===== src/rtl/cmp_seq_pkg.sv =====
// Shared types for the sequential 32-bit branch-condition resolver.
package cmp_seq_pkg;

  localparam int HALF_W = 16;

  typedef enum logic [2:0] {
    F3_BEQ  = 3'b000,
    F3_BNE  = 3'b001,
    F3_BLT  = 3'b100,
    F3_BGE  = 3'b101,
    F3_BLTU = 3'b110,
    F3_BGEU = 3'b111
  } funct3_t;

  typedef enum logic [1:0] {
    IDLE,
    HI,
    LO,
    DONE
  } state_t;

  function automatic logic f3_illegal(input logic [2:0] f3);
    return f3[2:1] == 2'b01;
  endfunction

  function automatic logic f3_taken(input logic [2:0] f3, input logic eq, input logic lt);
    logic t;
    case (f3)
      F3_BEQ:           t = eq;
      F3_BNE:           t = ~eq;
      F3_BLT, F3_BLTU:  t = lt;
      F3_BGE, F3_BGEU:  t = ~lt;
      default:          t = 1'b0;
    endcase
    return t;
  endfunction

endpackage


===== src/rtl/cmp_seq_32_cmp_16.sv =====
// 16-bit unsigned magnitude comparator shared by both operand halves.
module cmp_16
  import cmp_seq_pkg::*;
(
  input  logic [HALF_W-1:0] a,
  input  logic [HALF_W-1:0] b,
  output logic              equal,
  output logic              blarger
);

  assign equal   = (a == b);
  assign blarger = (a < b);

endmodule


===== src/rtl/cmp_seq_32.sv =====
// Multi-cycle 32-bit branch resolver reusing one cmp_16 over both halves.
// Build option: define CMP_SEQ_EARLY_OUT_EN to skip the low half when the high halves differ.
module cmp_seq_32
  import cmp_seq_pkg::*;
(
  input  logic        clk_i,
  input  logic        rst_i,
  input  logic        req_valid_i,
  output logic        req_ready_o,
  input  logic [31:0] a_i,
  input  logic [31:0] b_i,
  input  logic [2:0]  funct3_i,
  output logic        resp_valid_o,
  input  logic        resp_ready_i,
  output logic        taken_o,
  output logic        eq_o,
  output logic        lt_o,
  output logic        illegal_o
);

  state_t      state;
  logic [31:0] a_q, b_q;
  logic [2:0]  f3_q;

  logic [HALF_W-1:0] op_a, op_b;
  logic              cmp_eq, cmp_lt;
  logic              res_eq, res_lt;

`ifndef CMP_SEQ_EARLY_OUT_EN
  logic hi_diff_q, hi_lt_q;
`endif

  // Flipping the sign bits maps two's-complement order onto unsigned order.
  always_comb begin
    op_a = a_q[HALF_W-1:0];
    op_b = b_q[HALF_W-1:0];
    if (state == HI) begin
      op_a = a_q[31:HALF_W];
      op_b = b_q[31:HALF_W];
      if (!f3_q[1]) begin
        op_a[HALF_W-1] = ~op_a[HALF_W-1];
        op_b[HALF_W-1] = ~op_b[HALF_W-1];
      end
    end
  end

  cmp_16 u_cmp (
    .a       (op_a),
    .b       (op_b),
    .equal   (cmp_eq),
    .blarger (cmp_lt)
  );

  always_comb begin
    res_eq = cmp_eq;
    res_lt = cmp_lt;
    if (state == HI) begin
      res_eq = 1'b0;
`ifndef CMP_SEQ_EARLY_OUT_EN
    end else begin
      res_eq = ~hi_diff_q & cmp_eq;
      res_lt = hi_diff_q ? hi_lt_q : cmp_lt;
`endif
    end
  end

  always_ff @(posedge clk_i) begin
    if (rst_i) begin
      state        <= IDLE;
      req_ready_o  <= 1'b1;
      resp_valid_o <= 1'b0;
      taken_o      <= 1'b0;
      eq_o         <= 1'b0;
      lt_o         <= 1'b0;
      illegal_o    <= 1'b0;
      a_q          <= '0;
      b_q          <= '0;
      f3_q         <= '0;
`ifndef CMP_SEQ_EARLY_OUT_EN
      hi_diff_q    <= 1'b0;
      hi_lt_q      <= 1'b0;
`endif
    end else begin
      case (state)
        IDLE: if (req_valid_i) begin
          a_q         <= a_i;
          b_q         <= b_i;
          f3_q        <= funct3_i;
          req_ready_o <= 1'b0;
          state       <= HI;
        end
        HI: begin
`ifdef CMP_SEQ_EARLY_OUT_EN
          if (!cmp_eq) begin
            eq_o         <= res_eq;
            lt_o         <= res_lt;
            taken_o      <= f3_taken(f3_q, res_eq, res_lt);
            illegal_o    <= f3_illegal(f3_q);
            resp_valid_o <= 1'b1;
            state        <= DONE;
          end else begin
            state <= LO;
          end
`else
          hi_diff_q <= ~cmp_eq;
          hi_lt_q   <= cmp_lt;
          state     <= LO;
`endif
        end
        LO: begin
          eq_o         <= res_eq;
          lt_o         <= res_lt;
          taken_o      <= f3_taken(f3_q, res_eq, res_lt);
          illegal_o    <= f3_illegal(f3_q);
          resp_valid_o <= 1'b1;
          state        <= DONE;
        end
        DONE: if (resp_ready_i) begin
          resp_valid_o <= 1'b0;
          req_ready_o  <= 1'b1;
          state        <= IDLE;
        end
        default: state <= IDLE;
      endcase
    end
  end

endmodule


===== config.mk =====
export PLATFORM = sky130hd
export DESIGN_NAME = cmp_seq_32
export DESIGN_NICKNAME = d
export VERILOG_FILES = /design/src/rtl/cmp_seq_pkg.sv /design/src/rtl/cmp_seq_32_cmp_16.sv /design/src/rtl/cmp_seq_32.sv
export SDC_FILE = /design/constraint.sdc
export NUM_CORES = 1
export LEC_CHECK = 0
export ABC_AREA = 1
export CAP_MARGIN = 20
export CORE_MARGIN = 2
export CORE_UTILIZATION = 45
export DETAILED_ROUTE_END_ITERATION = 6
export DONT_BUFFER_PORTS = 1
export GPL_ROUTABILITY_DRIVEN = 0
export PLACE_DENSITY_LB_ADDON = 0.12
export SLEW_MARGIN = 15
export SYNTH_ARGS = -nofsm -noshare
export SYNTH_HDL_FRONTEND = slang
export SYNTH_SLANG_ARGS = --single-unit

===== constraint.sdc =====
create_clock -name clk_i -period 5.25 [get_ports clk_i]
set_input_delay 0.7875 -clock clk_i [delete_from_list [all_inputs] [get_ports clk_i]]
set_output_delay 0.7875 -clock clk_i [all_outputs]
set_load 0.01 [all_outputs]

==> results of run 1 <==
[worst paths after layout]
check / start / endpoint / slack (ns) / cells after the start
worst max-delay path: state[1] / taken_o / 2.26 / 15
worst min-delay path: b_q[8] / b_q[8] / 0.49 / 2
worst max register to register: state[1] / taken_o / 2.26 / 15
worst min register to register: b_q[8] / b_q[8] / 0.49 / 2
[layout make-up]
| cell class | count | area (um2) | area share (%) |
|---|---|---|---|
| clock buffer | 14 | 172.7 | 4.553 |
| timing repair buffer | 4 | 42.54 | 1.122 |
| tap | 102 | 127.6 | 3.365 |
| inverter | 18 | 67.56 | 1.782 |
| multi-input combinational | 363 | 1836 | 48.40 |
| clock inverter | 1 | 5.005 | 0.1320 |
| sequential | 77 | 1541 | 40.65 |
[power by group]
| group | total, mW | internal (mW) | switching (mW) |
|---|---|---|---|
| Clock | 0.406 | 0.208 | 0.199 |
| Combinational | 0.909 | 0.346 | 0.563 |
| Sequential | 0.864 | 0.749 | 0.115 |
| Total | 2.18 | 1.30 | 0.876 |
[worst register-to-register path, stage by stage, from the launching register on]
cell	delay, ns
dfxtp_1	0.33
inv_1	0.10
ha_1	0.66
buf_4	0.41
mux2i_1	0.26
ha_1	0.26
nand2_2	0.09
o21bai_1	0.11
nand2_1	0.07
a21oi_2	0.18
nand3_2	0.11
nand2_2	0.07
nand2_1	0.05
nand3_1	0.06
nand2_1	0.06
a21oi_2	0.11
[metal layers]
layer / track usage (%) / up-vias / routed length [um]
li1: - / 1536 / -
met1: 26.14 / 1294 / 3799
met2: 31.94 / 64 / 3638
met3: 5.614 / 8 / 467
met4: 7.843 / 0 / 112
met5: 0 / - / 0
[synthesized netlist by cell type]
cell type / number / area share (%)
nor2_2: 1 / 0.18
o22ai_1: 1 / 0.18
inv_1: 13 / 1.4
a211oi_1: 1 / 0.21
buf_4: 1 / 0.21
nor2_1: 141 / 15
a21oi_1: 11 / 1.5
nand3_1: 6 / 0.84
nand3_2: 1 / 0.28
a21oi_2: 2 / 0.49
dfxtp_1: 77 / 43
nor3_1: 1 / 0.14
nand2_2: 4 / 0.70
o21ai_0: 73 / 10
clkbuf_1: 18 / 1.9
mux2i_1: 15 / 4.2
inv_2: 5 / 0.53
o21bai_1: 1 / 0.21
buf_2: 7 / 0.98
o211ai_1: 1 / 0.21
nor2_4: 2 / 0.63
nand2_1: 74 / 7.8
xor2_1: 2 / 0.49
o21ai_1: 3 / 0.42
clkbuf_2: 1 / 0.14
a22oi_1: 1 / 0.21
a21o_1: 1 / 0.21
nand4_2: 1 / 0.35
ha_1: 20 / 7.0
[logic make-up after synthesis]
| logic type | Yosys count |
|---|---|
| simple gates | 231 |
| compound gates | 95 |
| flops | 77 |
| buf+inv | 45 |
| fa+ha+maj | 20 |
| mux | 15 |
| xor+xnor | 2 |
[stage by stage]
stage	power, mW	util, %
2_1_floorplan	1.597	-
3_3_place_gp	1.763	46.76
3_5_place_dp	1.788	46.76
4_1_cts	2.198	49.07
5_1_grt	2.391	49.33
6_report	2.179	49.33
[registers in the layout (all words and copies together) (netlist names)]
register and count:
taken_o 1, lt_o 1, f3_q 3, state 2
eq_o 1, hi_diff_q 1, illegal_o 1, resp_valid_o 1
hi_lt_q 1, a_q 32, b_q 32, req_ready_o 1
==> flow_summary.toml, run 1 <==
[clocking]
clockBufferDepth = 2
clk_pin_slew_ns = 0.07
cts_buffers = 9
h-tree-depth = 3
clockRootBuffer = "clkbuf_8"
postCtsSetupBuffers = 0
postCtsResizedCells = 0
cts.sinks = 77
tritoncts = "yes"
clock_latency_ns = 0.35
ctsHoldBuffers = 0

[die]
start_util_pct = 46.27
row_count = 32
dieArea_mm2 = 0.008632
core_mm2 = 0.007687
die_h_um = 92.91
ios = 77
die_x_um = 92.91

[setup_path]
arrival_ns = 3.28
crit_path_end_kind = "flip-flop"
required_ns = 5.54
critPathTopFamily = "adder cells"
slowest_stage = "ha_1"
worst-setup-path-type = "reg -> reg"
cp_cell_sequence = "inv_1, ha_1, buf_4, mux2i_1, ha_1, nand2_2, o21bai_1, nand2_1, a21oi_2, nand3_2, nand2_2, nand2_1, nand3_1, nand2_1, a21oi_2"
cpMostUsedCell = "nand2_1"
timing.critical_path.buf_inv = 2
crit_fanout = 25
startpoint_type = "flip-flop"
critPathMaxStageDelay_ns = 0.66

[timing]
fin_crit_sh_pct = 56.94
finalSetupTns_ns = 0
setup_ws_ns = 2.260
fmax_mhz = 334.5
fin_skew_ns = 0.006344
rsz0062_at_grt = "no"
setup-violations-final = 0
hold_violations = 0
whs_ns = 0.4874
fin_crit_ns = 2.990
tightest_slew_ns = 0.7569
max_slew_margin_pct = 49.54
slew_viol_final = 0

[drt]
dr.first_iter.drc_count = 150
drcViolationCount = 0
wl_mm = 8.017
ant_nets = 0
wl_per_cell_um = 13.85
vias = 2902
drt-pass1-iter-count = 4
avgViaCountPerCell = 5.012

[synthesis]
syn_area_per_cell_um2 = 7.334
ys_seq_area_share_pct = 43.33
synthSimpleGateAreaFrac_pct = 25.82
synth_top_family_by_area = "simple AND/OR/NAND/NOR gates"
synth_compound_area_share_pct = 13.96
synth_area_mm2 = 0.003557
synth_xor_area_share_pct = 0.4924
synth_cell_types = 29
synthCells = 485
ys_ff_latch = 77
yosys_warnings = 0
yosys.area_share.adder_pct = 7.035
synth.area.mux_share_pct = 4.221
syn_nets = 576

[place]
port-buffer-count = 0
hpwlAfterDp_mm = 5.817
place_area_mm2 = 0.003595
dp_slack_ns = 2.290
dp_cells = 563

[global_routing]
grt_usage_pct = 20.20
grt_pass1_vias = 2835
grt_pass1_wl_mm = 13.40
gr-total-overflow = 0
grt_antenna_before_repair = 0
grt_max_degree = 73

[layout]
syn2layout_area_growth_pct = 6.613
stdcell_area_mm2 = 0.003792
finalNonFillerCells = 579
n_fill_cell = 794
final_cell_mix = "nor2_1 (141), dfxtp_1 (77), nand2_1 (73), o21ai_0 (73), ha_1 (20)"
drive_above_1_share_pct = 7.128
num-nets-final = 564
final_common_cell = "nor2_1"
diodes = 0

[pwr]
ir_drop_uv = 344.0
p_leak_nw = 1.658
powerDensity_mw_per_mm2 = 574.6

[run]
drv_cap = 0

[worst_hold_path]
hold_path_class = "reg -> reg"

[run_status]
run_status = "complete, no violations"
Note: power is estimated with default switching activity, not from simulation.
==> inputs of run 2 (changes only) <==
Clock period 5.25 ns to 2.9 ns, I/O delays scaled along.
==> run 2 against run 1 <==
  * Core utilization rose by 0.31 points
  * Clock-buffer cell count fell by 2
  * Sequential power rose by 81%
  * Clock skew rose by 0.012 ns
==> flow_summary.toml, run 2 (same netlist as run 1, synthesis figures left out) <==
[run_status]
run_status = "complete, no violations"

[pwr]
ir_drop_uv = 463.7
powerDensity_mw_per_mm2 = 1054
p_leak_nw = 1.661
finalPower_mw = 4.021

[layout]
finalNonFillerCells = 579
n_fill_cell = 807
largestRegisters = "a_q (32), b_q (32), f3_q (3)"
drive_above_1_share_pct = 7.338
diodes = 0
syn2layout_area_growth_pct = 7.281
stdcell_area_mm2 = 0.003816
num-nets-final = 564
final_cell_mix = "nor2_1 (141), dfxtp_1 (77), nand2_1 (73), o21ai_0 (73), ha_1 (20)"
post-route-util_pct = 49.64
final_common_cell = "nor2_1"

[setup_path]
startpoint_type = "flip-flop"
worst_r2r_endpoint = "taken_o"
arrival_ns = 2.73
crit_fanout = 24
required_ns = 3.18
crit_path_end_kind = "flip-flop"
ff2ff_path_depth = 16
regToRegStartpoint = "state[1]"
rrSetupSlack_ns = 0.45
worst-setup-path-type = "reg -> reg"

[global_routing]
use_met2_pct = 30.37
gr-total-overflow = 0
grtUsageMet1_pct = 27.01
top_usage_layer = "met2"
grt_pass1_wl_mm = 13.14
grt_usage_pct = 19.56
met3_usage_pct = 5.126
grt_antenna_before_repair = 0
grt_max_degree = 71
grt_pass1_vias = 2716

[clocking]
clock_latency_ns = 0.35
ctsHoldBuffers = 0
postCtsSetupBuffers = 0
clk_pin_slew_ns = 0.07
clockRootBuffer = "clkbuf_8"
cts_buffers = 9
h-tree-depth = 3
clockBufferDepth = 2
cts.sinks = 77
postCtsResizedCells = 0
tritoncts = "yes"

[drt]
wl_per_cell_um = 13.89
wl_mm = 8.045
drcViolationCount = 0
drt-pass1-iter-count = 5
avgViaCountPerCell = 5.086
ant_nets = 0
vias = 2945
dr.first_iter.drc_count = 180

[die]
start_util_pct = 46.27
die_h_um = 92.91
die_x_um = 92.91
core_mm2 = 0.007687
dieArea_mm2 = 0.008632
row_count = 32
ios = 77

[place]
place_area_mm2 = 0.003615
dp_cells = 564
port-buffer-count = 0
hpwlAfterDp_mm = 5.873

[timing]
slew_viol_final = 0
fin_crit_sh_pct = 84.39
max_slew_margin_pct = 44.53
fin_crit_ns = 2.447
tightest_slew_ns = 0.8321
rsz0062_at_grt = "no"
fmax_mhz = 408.6
hold_violations = 0
finalSetupTns_ns = 0
setup-violations-final = 0
fin_skew_ns = 0.01837

[worst_hold_path]
min_to = "taken_o"
hold_path_class = "in -> reg"
whs_path_depth = 1
hp-start = "rst_i"

[run]
drv_cap = 0
==> run 2: cell count changes in the layout (fill, tap and decap cells not counted) <==
cell / previous run / this run
clkinvlp_4: 0 / 2
bufinv_16: 0 / 1
clkbuf_1: 2 / 1
inv_2: 5 / 4
clkbuf_8: 12 / 11
==> run 2: power breakdown <==
group	internal (mW)	switching, mW	total [mW]	leakage [nW]
registers	1.36	0.208	1.56	0.637
logic	0.625	1.01	1.64	0.929
clock network	0.440	0.380	0.821	0.0947
==> run 2: worst max path at each step <==
stage	startpoint	endpoint	slack, ns	cells after the start
floorplan	state[1]	taken_o	0.58	19
global placement	state[1]	taken_o	0.53	16
detailed placement	state[1]	taken_o	0.46	15
CTS	state[1]	taken_o	0.43	16
global route	state[1]	taken_o	0.12	16
finish	state[1]	taken_o	0.45	16
==> run 2: layout make-up <==
class | instances | area [um2] | share of cell area (%)
sequential | 77 | 1541 | 40.39
inverter | 18 | 68.82 | 1.803
tap | 102 | 127.6 | 3.344
timing repair buffer | 4 | 42.54 | 1.115
clock inverter | 3 | 45.04 | 1.180
clock buffer | 12 | 155.1 | 4.066
multi-input combinational | 363 | 1836 | 48.10
==> run 2: layer usage <==
layer	vias up	wire [um]
li1	1542	-
met1	1317	3881
met2	79	3570
met3	7	520
met4	0	72
met5	-	0
==> run 2: worst max-delay path: stages (launching register included) <==
cell and delay (ns):
dfxtp_1 0.33, inv_1 0.09, ha_1 0.20, buf_4 0.35, mux2i_1 0.29, ha_1 0.28, a21oi_1 0.14, nor2_1 0.05
nor2_1 0.08, nand2_1 0.06, nand2_1 0.08, nand3_2 0.08, nand2_2 0.08, nand2_1 0.05, nand3_1 0.06, nand2_1 0.06
a21oi_2 0.11
==> run 2: metrics by stage <==
| step | setup WS (ns) | hold slack, ns |
|---|---|---|
| floorplan | 0.5790 | 0.4495 |
| global placement | 0.5287 | 0.4681 |
| detailed placement | 0.4589 | 0.4754 |
| CTS | 0.4254 | 0.1362 |
| global route | 0.1177 | 0.1349 |
| finish | 0.4527 | 0.1494 |
==> inputs of run 3 (changes only) <==
Clock period 2.9 ns to 2 ns, I/O delays scaled along.
==> run 3 against run 2 <==
  * Maximum frequency is 11% higher
  * Total power is 62% higher
  * Die area stayed put
  * Highest routed layer unchanged
  * Register-to-register slack worse by 0.67 ns
  * The flow now finishes with violations (negative setup slack)
  * Via count is 1.6% higher
  * Worst hold slack worse by 0.13 ns
  * Core utilization is 4.2 points higher
  * Largest cell class unchanged
  * Sequential share of layout area is 3.1 points lower
==> flow_summary.toml, run 3 (same netlist as run 1, synthesis figures left out) <==
[clocking]
h-tree-depth = 3
clockBufferDepth = 2
cts_buffers = 9
ctsHoldBuffers = 0
clockRootBuffer = "clkbuf_8"
cts.sinks = 77
clk_pin_slew_ns = 0.08
clock_latency_ns = 0.34
tritoncts = "yes"

[setup_path]
cp_cell_sequence = "inv_2, ha_4, buf_8, buf_6, nand2_2, nand2_1, ha_1, nand2_2, o21bai_1, nand2_1, a21oi_2, nand3_2, nand2_2, nand2_1, nand3_1, nand2_1, a21oi_2"
slowest_stage = "dfxtp_2"
required_ns = 2.28
arrival_ns = 2.49
timing.critical_path.buf_inv = 3
rrSetupSlack_ns = -0.21
startpoint_type = "flip-flop"
worst-setup-path-type = "reg -> reg"
ff2ff_path_depth = 17
critPathTopFamily = "simple AND/OR/NAND/NOR gates"
cp.depth = 17
critPathMaxStageDelay_ns = 0.34
crit_fanout = 7
cpMostUsedCell = "nand2_1"
crit_path_end_kind = "flip-flop"

[pwr]
powerDensity_mw_per_mm2 = 1571
finalPower_mw = 6.503
clock_power_share_pct = 19.1
ir_drop_uv = 819.9
p_sw_share_pct = 39.14
p_leak_nw = 1.792
p_seq_share_pct = 35.0
p_int_mw = 3.958
comb_power_share_pct = 45.8
p_sw_mw = 2.545

[die]
core_mm2 = 0.007687
row_count = 32
ios = 77
die_x_um = 92.91
die_h_um = 92.91
start_util_pct = 46.27
dieArea_mm2 = 0.008632

[place]
place_area_mm2 = 0.003740
hpwlAfterDp_mm = 6.204
dp_slack_ns = -0.2766
port-buffer-count = 0
dp_cells = 580

[layout]
largestRegisters = "a_q (32), b_q (32), f3_q (3)"
num-nets-final = 585
drive_above_1_share_pct = 15.63
stdcell_area_mm2 = 0.004140
seqCellArea_mm2 = 0.001544
final_common_cell = "nor2_1"
syn2layout_area_growth_pct = 16.39
final_cell_mix = "nor2_1 (141), dfxtp_1 (75), o21ai_0 (71)"
multiInputGateArea_mm2 = 0.001963
n_fill_cell = 787
finalNonFillerCells = 601
diodes = 0

[timing]
hold_violations = 0
fin_crit_ns = 2.213
setup_ws_ns = -0.2126
setup-violations-final = 4
max_slew_margin_pct = 76.55
slew_viol_final = 0
tightest_slew_ns = 0.3517
rsz0062_at_grt = "yes"
fin_crit_sh_pct = 110.6
fin_skew_ns = 0.007920
fmax_mhz = 452.0

[drt]
wl_per_cell_um = 13.87
ant_nets = 0
drt-pass1-iter-count = 5
avgViaCountPerCell = 4.977
vias = 2991
dr.first_iter.drc_count = 95
wl_mm = 8.333
drcViolationCount = 0

[global_routing]
grt_antenna_before_repair = 0
grt_pass1_wl_mm = 14.00
grt_usage_pct = 20.63
grt_pass1_vias = 2942
gr-total-overflow = 0
grt_max_degree = 39

[worst_hold_path]
whs_path_depth = 1
hold_path_class = "in -> reg"

[run]
drv_cap = 0

[run_status]
run_status = "complete, but fails checks"
violations = "negative setup slack"
==> run 3: changes by cell type in the layout (fill, tap and decap cells not counted), sizes merged <==
cell | previous run | this run
buf | 4 | 24
clkinv | 1 | 3
clkinvlp | 2 | 0
bufinv | 1 | 2
inv | 17 | 18
==> run 3: metrics by stage <==
stage          TNS [ns]  utilization [%]  hold WS [ns]
6_report        -0.6546            53.86       0.01659
5_1_grt          -1.349            53.86     -0.005141
4_1_cts         -0.5047            52.96     0.0009567
3_5_place_dp    -0.4087            48.65        0.3669
3_3_place_gp    -0.2234            48.65        0.3644
2_1_floorplan  -0.07460                -        0.3624
==> run 3: worst paths after layout <==
check | to | from
max | taken_o | state[1]
min | taken_o | rst_i
max reg2reg | taken_o | state[1]
min reg2reg | b_q[6] | b_q[6]
==> run 3: power groups by stage <==
stage	Sequential (mW)	Combinational, mW	Clock, mW
2_1_floorplan	2.20	2.09	0
3_3_place_gp	2.30	2.53	0
3_5_place_dp	2.30	2.59	0
4_1_cts	2.28	2.86	1.27
5_1_grt	2.34	3.42	1.34
6_report	2.28	2.98	1.25
==> run 3: what timing repair did <==
item / CTS / global route
endpoints found under the setup margin: 3 / 5
gates cloned: 0 / 1
buffers inserted: 3 / 1
hold endpoints to repair: 0 / 1
gates resized for setup: 22 / 9
pin swaps: 16 / 11
==> run 3: metal layers <==
metal,routed length [um],track usage [%],vias up
met3,417,4.719,12
met1,4081,28.23,1338
met4,142,7.230,0
met2,3691,31.94,62
li1,-,-,1579
met5,0,0,-
==> run 3: cell type report <==
cell class,count,area share (%)
multi-input combinational,363,47.42
sequential,77,37.29
timing repair buffer,25,5.409
clock buffer,11,3.173
tap,102,3.082
clock inverter,5,1.813
inverter,18,1.813
